===== config.mk =====
export PLATFORM = sky130hd
export DESIGN_NAME = uart_core_param
export DESIGN_NICKNAME = d
export VERILOG_FILES = /design/src/rtl/uart_core_param.sv
export SDC_FILE = /design/constraint.sdc
export NUM_CORES = 1
export LEC_CHECK = 0
export ABC_AREA = 1
export BUFFER_PORTS_ARGS = -buffer_cell sky130_fd_sc_hd__buf_2
export CAP_MARGIN = 25
export CORE_ASPECT_RATIO = 1.1
export CORE_UTILIZATION = 55
export CTS_CLUSTER_SIZE = 24
export DETAILED_ROUTE_END_ITERATION = 7
export GPL_ROUTABILITY_DRIVEN = 0
export PLACE_DENSITY = 0.87
export SYNTH_ARGS = -nofsm -noshare
export SYNTH_HDL_FRONTEND = slang
export SYNTH_SLANG_ARGS = --single-unit

===== constraint.sdc =====
create_clock -name clk -period 2.5 [get_ports clk]
set_clock_uncertainty 0.1 [all_clocks]
set_input_delay 0.125 -clock clk [delete_from_list [all_inputs] [get_ports clk]]
set_output_delay 0.125 -clock clk [all_outputs]
set_load 0.05 [all_outputs]

===== src/rtl/uart_core_param.sv =====
// Parametrised full-duplex UART: DATA_BITS payload, optional odd/even parity, 1-2 TX stop bits, oversampled RX.
// Latency: TX line drops the cycle after newd is accepted; donerx pulses the cycle after the stop-bit sample.
// Backpressure: none; newd is ignored while busytx=1. Optional UART_LOOPBACK_EN adds an internal tx->rx loopback port.
module uart_core_param #(
    parameter int CLK_FREQ   = 1000000,
    parameter int BAUD       = 9600,
    parameter int DATA_BITS  = 8,
    parameter int PARITY     = 0,
    parameter int STOP_BITS  = 1,
    parameter int OVERSAMPLE = 16
) (
    input  logic                 clk,
    input  logic                 rst,
    input  logic                 rx,
    input  logic [DATA_BITS-1:0] dintx,
    input  logic                 newd,
`ifdef UART_LOOPBACK_EN
    input  logic                 loopback,
`endif
    output logic                 tx,
    output logic [DATA_BITS-1:0] doutrx,
    output logic                 donetx,
    output logic                 donerx,
    output logic                 busytx,
    output logic                 perr,
    output logic                 ferr
);

    localparam int   BIT_DIV  = CLK_FREQ / BAUD;
    localparam int   SMP_DIV  = CLK_FREQ / (BAUD * OVERSAMPLE);
    localparam int   STOP_LEN = STOP_BITS * BIT_DIV;
    localparam int   TCW      = $clog2(STOP_LEN + 1);
    localparam int   SCW      = $clog2(SMP_DIV + 1);
    localparam int   OCW      = $clog2(OVERSAMPLE + 1);
    localparam int   BCW      = $clog2(DATA_BITS + 1);
    localparam logic PAR_ODD  = (PARITY == 1);

    typedef enum logic [2:0] {S_IDLE, S_START, S_DATA, S_PARITY, S_STOP} state_t;

    state_t               tx_state_q, tx_state_d;
    logic [TCW-1:0]       tx_cnt_q, tx_cnt_d;
    logic [BCW-1:0]       tx_bit_q, tx_bit_d;
    logic [DATA_BITS-1:0] tx_shift_q, tx_shift_d;
    logic                 tx_par_q, tx_par_d;
    logic                 tx_q, tx_d;

    state_t               rx_state_q, rx_state_d;
    logic                 rx_s1_q, rx_s1_d, rx_s2_q, rx_s2_d;
    logic [SCW-1:0]       smp_cnt_q, smp_cnt_d;
    logic [OCW-1:0]       tick_cnt_q, tick_cnt_d;
    logic [BCW-1:0]       rx_bit_q, rx_bit_d;
    logic [DATA_BITS-1:0] rx_shift_q, rx_shift_d;
    logic                 rx_par_q, rx_par_d;
    logic                 rx_brk_q, rx_brk_d;
    logic [DATA_BITS-1:0] doutrx_q, doutrx_d;
    logic                 perr_q, perr_d, ferr_q, ferr_d, donerx_q, donerx_d;

    logic rx_src, tx_bit_end, tx_stop_end, smp_tick, half_pt, bit_pt;

`ifdef UART_LOOPBACK_EN
    assign rx_src = loopback ? tx_q : rx;
    assign tx     = loopback ? 1'b1 : tx_q;
`else
    assign rx_src = rx;
    assign tx     = tx_q;
`endif

    assign tx_bit_end  = (tx_cnt_q == TCW'(BIT_DIV - 1));
    assign tx_stop_end = (tx_cnt_q == TCW'(STOP_LEN - 1));
    assign donetx      = (tx_state_q == S_STOP) && tx_stop_end;
    assign busytx      = (tx_state_q != S_IDLE);

    always_comb begin
        tx_state_d = tx_state_q;
        tx_cnt_d   = tx_cnt_q + 1'b1;
        tx_bit_d   = tx_bit_q;
        tx_shift_d = tx_shift_q;
        tx_par_d   = tx_par_q;
        tx_d       = tx_q;
        case (tx_state_q)
            S_IDLE: begin
                tx_cnt_d = '0;
                if (newd) begin
                    tx_state_d = S_START;
                    tx_shift_d = dintx;
                    tx_par_d   = (^dintx) ^ PAR_ODD;
                    tx_d       = 1'b0;
                end
            end
            S_START: if (tx_bit_end) begin
                tx_state_d = S_DATA;
                tx_cnt_d   = '0;
                tx_bit_d   = '0;
                tx_d       = tx_shift_q[0];
            end
            S_DATA: if (tx_bit_end) begin
                tx_cnt_d = '0;
                if (tx_bit_q == BCW'(DATA_BITS - 1)) begin
                    tx_state_d = (PARITY != 0) ? S_PARITY : S_STOP;
                    tx_d       = (PARITY != 0) ? tx_par_q : 1'b1;
                end else begin
                    tx_bit_d   = tx_bit_q + 1'b1;
                    tx_shift_d = tx_shift_q >> 1;
                    tx_d       = tx_shift_q[1];
                end
            end
            S_PARITY: if (tx_bit_end) begin
                tx_state_d = S_STOP;
                tx_cnt_d   = '0;
                tx_d       = 1'b1;
            end
            S_STOP: if (tx_stop_end) begin
                tx_state_d = S_IDLE;
                tx_cnt_d   = '0;
            end
            default: tx_state_d = S_IDLE;
        endcase
    end

    assign smp_tick = (smp_cnt_q == SCW'(SMP_DIV - 1));
    assign half_pt  = smp_tick && (tick_cnt_q == OCW'(OVERSAMPLE / 2 - 1));
    assign bit_pt   = smp_tick && (tick_cnt_q == OCW'(OVERSAMPLE - 1));

    always_comb begin
        rx_s1_d    = rx_src;
        rx_s2_d    = rx_s1_q;
        rx_state_d = rx_state_q;
        smp_cnt_d  = smp_tick ? '0 : smp_cnt_q + 1'b1;
        tick_cnt_d = smp_tick ? tick_cnt_q + 1'b1 : tick_cnt_q;
        rx_bit_d   = rx_bit_q;
        rx_shift_d = rx_shift_q;
        rx_par_d   = rx_par_q;
        rx_brk_d   = rx_brk_q;
        doutrx_d   = doutrx_q;
        perr_d     = perr_q;
        ferr_d     = ferr_q;
        donerx_d   = 1'b0;
        case (rx_state_q)
            S_IDLE: begin
                smp_cnt_d  = '0;
                tick_cnt_d = '0;
                // A line held low after a framing error is a break, not a new start bit.
                if (rx_brk_q) begin
                    if (rx_s2_q) rx_brk_d = 1'b0;
                end else if (!rx_s2_q) begin
                    rx_state_d = S_START;
                end
            end
            S_START: if (half_pt) begin
                tick_cnt_d = '0;
                rx_bit_d   = '0;
                rx_state_d = rx_s2_q ? S_IDLE : S_DATA;
            end
            S_DATA: if (bit_pt) begin
                tick_cnt_d = '0;
                rx_shift_d = {rx_s2_q, rx_shift_q[DATA_BITS-1:1]};
                if (rx_bit_q == BCW'(DATA_BITS - 1))
                    rx_state_d = (PARITY != 0) ? S_PARITY : S_STOP;
                else
                    rx_bit_d = rx_bit_q + 1'b1;
            end
            S_PARITY: if (bit_pt) begin
                tick_cnt_d = '0;
                rx_par_d   = rx_s2_q;
                rx_state_d = S_STOP;
            end
            S_STOP: if (bit_pt) begin
                rx_state_d = S_IDLE;
                donerx_d   = 1'b1;
                doutrx_d   = rx_shift_q;
                ferr_d     = ~rx_s2_q;
                rx_brk_d   = ~rx_s2_q;
                perr_d     = (PARITY != 0) && (rx_par_q != ((^rx_shift_q) ^ PAR_ODD));
            end
            default: rx_state_d = S_IDLE;
        endcase
    end

    always_ff @(posedge clk) begin
        if (!rst) begin
            tx_state_q <= S_IDLE;
            tx_cnt_q   <= '0;
            tx_bit_q   <= '0;
            tx_shift_q <= '0;
            tx_par_q   <= 1'b0;
            tx_q       <= 1'b1;
            rx_state_q <= S_IDLE;
            rx_s1_q    <= 1'b1;
            rx_s2_q    <= 1'b1;
            smp_cnt_q  <= '0;
            tick_cnt_q <= '0;
            rx_bit_q   <= '0;
            rx_shift_q <= '0;
            rx_par_q   <= 1'b0;
            rx_brk_q   <= 1'b0;
            doutrx_q   <= '0;
            perr_q     <= 1'b0;
            ferr_q     <= 1'b0;
            donerx_q   <= 1'b0;
        end else begin
            tx_state_q <= tx_state_d;
            tx_cnt_q   <= tx_cnt_d;
            tx_bit_q   <= tx_bit_d;
            tx_shift_q <= tx_shift_d;
            tx_par_q   <= tx_par_d;
            tx_q       <= tx_d;
            rx_state_q <= rx_state_d;
            rx_s1_q    <= rx_s1_d;
            rx_s2_q    <= rx_s2_d;
            smp_cnt_q  <= smp_cnt_d;
            tick_cnt_q <= tick_cnt_d;
            rx_bit_q   <= rx_bit_d;
            rx_shift_q <= rx_shift_d;
            rx_par_q   <= rx_par_d;
            rx_brk_q   <= rx_brk_d;
            doutrx_q   <= doutrx_d;
            perr_q     <= perr_d;
            ferr_q     <= ferr_d;
            donerx_q   <= donerx_d;
        end
    end

    assign doutrx = doutrx_q;
    assign perr   = perr_q;
    assign ferr   = ferr_q;
    assign donerx = donerx_q;

endmodule


After elaboration in Yosys (flattened, before gate mapping). Index checks and enable logic that the tools add are counted.

Bitwise gates (word level): 2. Reductions and logical operators: 24. Mux-type cells: 45. Add/subtract/negate cells: 5. Eq/ne operators: 29.

Operators by type and width (count): $mux W3 (13); $ne A2 B2 Y1 const B (15); $pmux W3 S5 (2); $mux W4 (6); $mux W8 (3); $pmux W4 S2 (2); $pmux W8 S2 (1); $mux W5 (3); $pmux W5 S3 (1); $pmux W7 S2 (1); $eq A3 B2 Y1 const B (4); $reduce_and A4 Y1 (3); $eq A3 B3 Y1 const B (3); $mux W1 (9); $add A4 B1 Y4 const B (2); $eq A4 B3 Y1 const B (2); $reduce_and A2 Y1 (4); $reduce_bool A2 Y1 (4); $add A7 B1 Y7 const B (1); $eq A7 B7 Y1 const B (1); $mux W7 (1); $reduce_and A7 Y1 (1); $eq A3 B1 Y1 const B (2); $logic_not A3 Y1 (2); 16 further kinds (19).

Register bits after elaboration: 59.

Depth between registers and ports, before layout. Gate-level depths: netlist of the first run.

Depth after elaboration: 4. Mapped depth: 11. Gate-level depth less buffers: 11.

Worst setup path after synthesis of the first run. No wires, ideal clock.

Path kind: flip-flop to output port. Start point: register tx_cnt_q[0]. End point: output port donetx. Data arrival time: 1.874 ns. Setup slack: 0.401 ns. Cell stages (with the launch flop): 6. Required time: 2.275 ns. Cell sequence: dfxtp_1 > ha_1 > nand2_1 > nor2_1 > nand2_1 > nor3_1.

Longest elaborated chain between the ends: 2.

Ends and longest elaborated chain: start: declaration (line 41) `logic [TCW-1:0] tx_cnt_q, tx_cnt_d;`; start signal: assignment (line 202) `tx_cnt_q <= tx_cnt_d;`; $eq A7 B7 Y1 (line 69) `assign tx_stop_end = (tx_cnt_q == TCW'(STOP_LEN - 1));`; $logic_and A1 B1 Y1 (line 70) `assign donetx = (tx_state_q == S_STOP) && tx_stop_end;`; end: declaration (line 22) `output logic donetx,`.

Every way passes these cells.

Worst setup path in the final report of the first run.
Start point: register tick_cnt_q[0]. End point: register rx_shift_q[7].

Longest elaborated chain between the ends: 3.

Ends and longest elaborated chain: start: declaration (line 50) `logic [OCW-1:0] tick_cnt_q, tick_cnt_d;`; start signal: assignment (line 211) `tick_cnt_q <= tick_cnt_d;`; $eq A5 B4 Y1 (line 122) `assign bit_pt = smp_tick && (tick_cnt_q == OCW'(OVERSAMPLE - 1));`; $logic_and A1 B1 Y1 (line 122); $reduce_and A2 Y1 (no line); end signal: assignment (line 213) `rx_shift_q <= rx_shift_d;`; end: declaration (line 52) `logic [DATA_BITS-1:0] rx_shift_q, rx_shift_d;`.

Every way passes these cells. A chain may end at the register's enable or synchronous reset.

==> qor.yml, run 1 <==
crit_fanout: 9
synth-main-ff-cell: "dfxtp_1"
grtUsageTotal_pct: 23.2
setup_viol: 0
num-fill-cells: 413
drive_gt1_share_pct: 12.4
fmax_ghz: 0.498
row_count: 26
syn-cell-area_mm2: 0.00269
cp_data_required_time_ns: 2.63
grt_pass1_vias: 2205
fin_setup_tns_ns: 0
via_per_inst: 5.09
clockBufferDepth: 2
clkTransAtPathRegs_ns: 0.07
syn_inst: 386
post_synth.cell_area_avg_um2: 6.97
cap_viol_max_count: 0
start_kind: "flip-flop"
fp.dieW_um: 68.7
tightest_slew_ns: 0.691
placed_cells: 460
synthesis.nets: 405
finalHoldViolCount: 0
drc: 0
max_slew_margin_pct: 53.4
post_drt_wl_per_cell_um: 10.9
grt_max_degree: 33
async_reset_ff_share_pct: 0
core-area_mm2: 0.00468
h-tree-depth: 3
worstSetupPathType: "flip-flop to flip-flop"
reg2regPathDepth: 10
vdd_drop_max_mv: 0.893
worstSetupEndpointType: "flip-flop"
vias: 2427
ys_ff_latch: 59
io_buffers: 24
period_needed_ns: 2.01
cts-root-buf: "clkbuf_8"
regToRegSetupSlack_ns: 0.49
slew_viol_final: 0
nNetsFinal: 435
arrival_ns: 2.14
netlist_top_cells_count: "nor2_1 (94), nand2_1 (83), dfxtp_1 (59)"
rsz0062_at_grt: "false"
grt_pass1_wl_um: 8800
final_cells: 477
synth_area_leader_cell: "dfxtp_1"
dr.pass1.iters: 4
place_hpwl_um: 3560
hp-start: "dintx[0]"
cts.sinks: 59
yosysWarnings: 0
r2r-end: "rx_shift_q[7]"
numCtsBuffers: 9
power.density_mw_per_mm2: 1010
r2r_start: "tick_cnt_q[0]"
cts_tree: "built"
dieArea_mm2: 0.00518
synth_edf_count: 0
worstSkewPairLatency_ns: 0.34
antennaDiodeCount: 0
outcome: "completed"
min_path_type: "primary input to flip-flop"
post_cts_buffers: 0
dieHeight_um: 75.4
ioPinCount: 26
grt_overflow_total: 0
synth_area_leaders: "dfxtp_1 (44%), nor2_1 (13%), nand2_1 (12%), o21ai_0 (5.4%), inv_1 (4.3%)"
holdPathStages: 5
fin_crit_sh_pct: 80.4
p_leak_uw: 0.00140
start_util_pct: 57.5
synth.most_common_cell: "nor2_1"
synthDistinctLibCells: 32
drt_iter0_drc: 134
antenna_left: 0
antenna_found_initial: 0
hold_end: "tx_shift_q[0]"
synth-seq-area-share_pct: 43.9
totalWireLength_um: 5210
synth_top_area_share_pct: 43.9
area_growth_pct: 13.8
-- cell type report --
cell class	count	area, um^2	area share, %
clock inverter	7	76.3	2.49
inverter	34	128	4.17
multi-input combinational	285	1340	43.7
tap	56	70.1	2.29
sequential	59	1180	38.6
timing repair buffer	27	145	4.74
clock buffer	9	124	4.05
-- how the worst max path moves through the flow --
stage | start | end | slack, ns | cells after the start
2_1_floorplan | tx_cnt_q[0] | donetx | 0.40 | 5
3_3_place_gp | tick_cnt_q[0] | rx_shift_q[7] | 0.59 | 10
3_5_place_dp | tick_cnt_q[0] | rx_shift_q[7] | 0.52 | 10
4_1_cts | tick_cnt_q[0] | rx_shift_q[7] | 0.51 | 10
5_1_grt | tick_cnt_q[0] | doutrx[7] | 0.28 | 9
6_report | tick_cnt_q[0] | rx_shift_q[7] | 0.49 | 10
-- layout by cell type (no fill, tap or decap), types with 2 or more instances in the layout --
| cell type | n |
|---|---|
| xor2_1 | 5 |
| buf_2 | 24 |
| inv_1 | 31 |
| xnor2_1 | 3 |
| nand3_1 | 21 |
| nor2_1 | 94 |
| buf_4 | 2 |
| ha_1 | 7 |
| nand4_1 | 4 |
| nor3b_1 | 2 |
| dfxtp_1 | 59 |
| o211ai_1 | 2 |
| nor2_2 | 2 |
| clkinvlp_4 | 2 |
| clkinv_1 | 2 |
| clkbuf_8 | 9 |
| o21ai_0 | 29 |
| or2_2 | 2 |
| nand2_1 | 83 |
| nor3_1 | 5 |
| inv_6 | 2 |
| a21oi_1 | 18 |
-- timing repair --
item | in CTS | in global routing
endpoints found under the setup margin | 0 | 0
endpoints found under the hold margin | 1 | 0
hold buffers | 1 | 0
gates resized for setup | 0 | 0
-- worst max-delay path, cell delays in order, from the launching register on --
cell and delay (ns):
dfxtp_1 0.33, ha_1 0.21, nand2_1 0.09, nor2_1 0.05, ha_1 0.17, nand3_1 0.19
inv_1 0.08, nand2_1 0.18, clkinv_1 0.24, o21ai_0 0.21, a21oi_1 0.06
-- registers in the layout, indices dropped and copies added, names as in the netlist, 3 cells and up --
| name | count |
|---|---|
| doutrx | 8 |
| rx_shift_q | 8 |
| tx_shift_q | 8 |
| tx_cnt_q | 7 |
| tick_cnt_q | 5 |
| rx_bit_q | 4 |
| tx_bit_q | 4 |
| rx_state_q | 3 |
| smp_cnt_q | 3 |
| tx_state_q | 3 |
-- through the flow --
| stage | total power (uW) | instance area (um^2) | setup slack, ns | util [%] | hold WS [ns] |
|---|---|---|---|---|---|
| global placement | 2180 | 2850 | 0.586 | 60.9 | 0.227 |
| CTS | 3090 | 3060 | 0.507 | 65.4 | 0.00448 |
| global route | 3330 | 3060 | 0.279 | 65.4 | 0.0453 |
| finish | 3080 | 3060 | 0.491 | 65.4 | 0.00956 |
| floorplan | 2040 | 2690 | 0.401 | - | 0.132 |
| detailed placement | 2210 | 2850 | 0.522 | 60.9 | 0.227 |
-- logic make-up after synthesis --
family | count (synthesis) | share of synthesized area, %
AO/OA/AOI/OAI | 51 | 9.90
adder cells (fa/ha/maj) | 7 | 3.25
multiplexers | 1 | 0.418
other | 1 | 0.139
XOR/XNOR | 8 | 2.60
buffers and inverters | 42 | 6.42
AND/OR/NAND/NOR | 217 | 33.4
flip-flops | 59 | 43.9
-- where the power goes --
group	total, uW	internal (uW)	switching [uW]	leakage (uW)
logic	1050	314	735	0.000826
clock network	871	466	405	0.0000962
registers	1160	1070	92.7	0.000479
total	3080	1850	1230	0.00140
-- layer usage --
metal | global-route usage (%) | vias to the layer above | wire length [um] | share of wire, %
met5 | 0 | - | 0 | 0
met4 | 10.2 | 0 | 87 | 1.7
met2 | 40.6 | 58 | 2510 | 48
met1 | 26.1 | 1070 | 2430 | 47
li1 | - | 1289 | - | -
met3 | 6.29 | 10 | 187 | 3.6
No activity file was read; power rests on OpenSTA's default activity.
==> run 2: changes to the inputs <==
==> constraint.sdc (replaced) <==
create_clock -name clk -period 2.1 [get_ports clk]
set_clock_uncertainty 0.1 [all_clocks]
set_input_delay 0.105 -clock clk [delete_from_list [all_inputs] [get_ports clk]]
set_output_delay 0.105 -clock clk [all_outputs]
set_load 0.05 [all_outputs]
==> run 2 against run 1 <==
  * Final cell count up 1.5%
  * Combinational power increased by 24%
  * Maximum frequency increased by 5.8%
  * Sequential share of layout area down 0.53 points
  * Sequential power is 19% higher
  * Critical path type unchanged
  * Core utilization is 0.91 points higher
  * Non-clock buffer count is 7 higher
  * Total power rose by 17%
  * Wire length is 5.3% higher
  * Clock power increased by 7.0%
  * Worst setup slack got worse by 0.29 ns
==> qor.yml, run 2 (same netlist as run 1, synthesis figures left out) <==
outcome: "completed"
cp_data_required_time_ns: 2.22  # -0.41 ns
worstSetupPathType: "flip-flop to flip-flop"
dieHeight_um: 75.4  # unchanged
setup_viol: 0  # unchanged
drc: 0  # unchanged
internal_power_uw: 2170  # +17%
post_cts_buffers: 0  # unchanged
grt_use_met3_pct: 7.63  # +1.3 points
cts-root-buf: "clkbuf_8"
dieArea_mm2: 0.00518  # unchanged
totalWireLength_um: 5490  # +5.3%
antennaDiodeCount: 0  # unchanged
busiest_layer: "met2"
switching_power_uw: 1450  # +17%
placed_cells: 465  # +1.1%
finalHoldViolCount: 0  # unchanged
grt_max_degree: 33  # unchanged
arrival_ns: 2.02  # -0.12 ns
fp.dieW_um: 68.7  # unchanged
rsz0062_at_grt: "false"
final_cells: 484  # +1.5%
grtUsageTotal_pct: 24.7  # +1.5 points
final_common_cell: "nor2_1"
met1_usage_pct: 27.2  # +1.1 points
vdd_drop_max_mv: 1.18  # +32%
p_leak_uw: 0.00143  # +1.7%
crit_fanout: 9  # unchanged
fin_setup_tns_ns: 0  # unchanged
row_count: 26  # unchanged
place_hpwl_um: 3810  # +7.0%
post_drt_wl_per_cell_um: 11.3  # +3.8%
drt_iter0_drc: 154  # +15%
io_buffers: 24  # unchanged
grt_overflow_total: 0  # unchanged
ioPinCount: 26  # unchanged
slew_viol_final: 0  # unchanged
seqPwrFrac_pct: 38.2  # +0.5 points
h-tree-depth: 3  # unchanged
start_kind: "flip-flop"
grtUsageMet2_pct: 43.9  # +3.3 points
start_util_pct: 57.5  # unchanged
fin_crit_sh_pct: 90.4  # +10 points
core-area_mm2: 0.00468  # unchanged
worstSetupEndpointType: "flip-flop"
fin_util_pct: 66.3  # +0.91 points
min_path_type: "primary input to flip-flop"
grt_pass1_wl_um: 9410  # +7.0%
antenna_left: 0  # unchanged
fin_total_pwr_uw: 3610  # +17%
fmax_ghz: 0.527  # +5.8%
dr.pass1.iters: 4  # unchanged
clkTransAtPathRegs_ns: 0.07  # about the same
vias: 2466  # +1.6%
pwr-share-clk_pct: 25.8  # -2.5 points
p_comb_share_pct: 36.0  # +2.0 points
cts_tree: "built"
clockBufferDepth: 2  # unchanged
timing.hold.ws_ns: 0.0212  # +0.0116 ns
grt_pass1_vias: 2290  # +3.9%
worstSkewPairLatency_ns: 0.33  # about the same
antenna_found_initial: 0  # unchanged
area_growth_pct: 15.3
cap_viol_max_count: 0  # unchanged
drive_gt1_share_pct: 13.8  # +1.4 points
cts.sinks: 59  # unchanged
power.density_mw_per_mm2: 1160  # +16%
swShare_pct: 40.0  # about the same
via_per_inst: 5.10  # +0.14%
nNetsFinal: 442  # +1.6%
numCtsBuffers: 9  # unchanged
layout_common_cells: "nor2_1 (93), nand2_1 (83), dfxtp_1 (59)"
period_needed_ns: 1.90  # -0.111 ns
==> run 2: cell types whose count changed in the layout (fill, tap and decap cells not counted), sizes merged <==
cell / previous run / this run
clkinv: 4 / 3
dlygate4sd3: 1 / 3
buf: 26 / 31
clkbuf: 9 / 12
inv: 34 / 33
bufinv: 1 / 0
==> run 2: metrics by stage <==
step | setup WS (ns) | instance area, um^2
2_1_floorplan | 0.0211 | 2690
3_3_place_gp | 0.239 | 2890
3_5_place_dp | 0.184 | 2890
4_1_cts | 0.130 | 3100
5_1_grt | 0.0115 | 3100
6_report | 0.201 | 3100
==> run 2: critical path, stage by stage, from the launching register on <==
cell,delay (ns)
dfxtp_1,0.33
ha_1,0.22
nand2_1,0.10
nor2_1,0.05
ha_1,0.17
nand3_1,0.19
inv_1,0.09
nand2_1,0.10
clkinv_1,0.19
o21ai_0,0.21
a21oi_1,0.05
==> run 2: final timing paths <==
check / startpoint / endpoint / slack [ns] / depth (start not counted)
setup / recovery: tick_cnt_q[0] / rx_shift_q[7] / 0.20 / 10
hold / removal: dintx[4] / tx_shift_q[4] / 0.02 / 5
hold reg to reg: rx_s1_q / rx_s2_q / 0.31 / 1
setup reg to reg: tick_cnt_q[0] / rx_shift_q[7] / 0.20 / 10
==> run 2: final cells by class <==
| class | count | area, um^2 |
|---|---|---|
| flip-flops and latches | 59 | 1180 |
| clock buffers | 12 | 155 |
| clock inverters | 4 | 25.0 |
| well taps | 56 | 70.1 |
| repair buffers | 34 | 205 |
| inverters | 34 | 128 |
| fillers | 420 | 1580 |
| multi-input cells | 285 | 1340 |
==> run 2: per-layer routing <==
metal	part of all wire, %	vias up
met3	5.1	8
met1	45	1076
met4	1.4	0
li1	-	1310
met2	49	72
met5	0	-
==> run 2: power by group through the flow <==
| stage | registers, uW | clock network [uW] | logic [uW] |
|---|---|---|---|
| 6_report | 1380 | 932 | 1300 |
| 3_3_place_gp | 1400 | 0 | 1240 |
| 2_1_floorplan | 1410 | 0 | 1020 |
| 5_1_grt | 1400 | 998 | 1500 |
| 3_5_place_dp | 1400 | 0 | 1280 |
| 4_1_cts | 1380 | 942 | 1290 |
==> run 2: what timing repair did <==
action / in CTS / in global routing
resized for setup: 0 / 5
endpoints found under the hold margin: 3 / 0
endpoints found under the setup margin: 0 / 12
hold buffers: 3 / 0
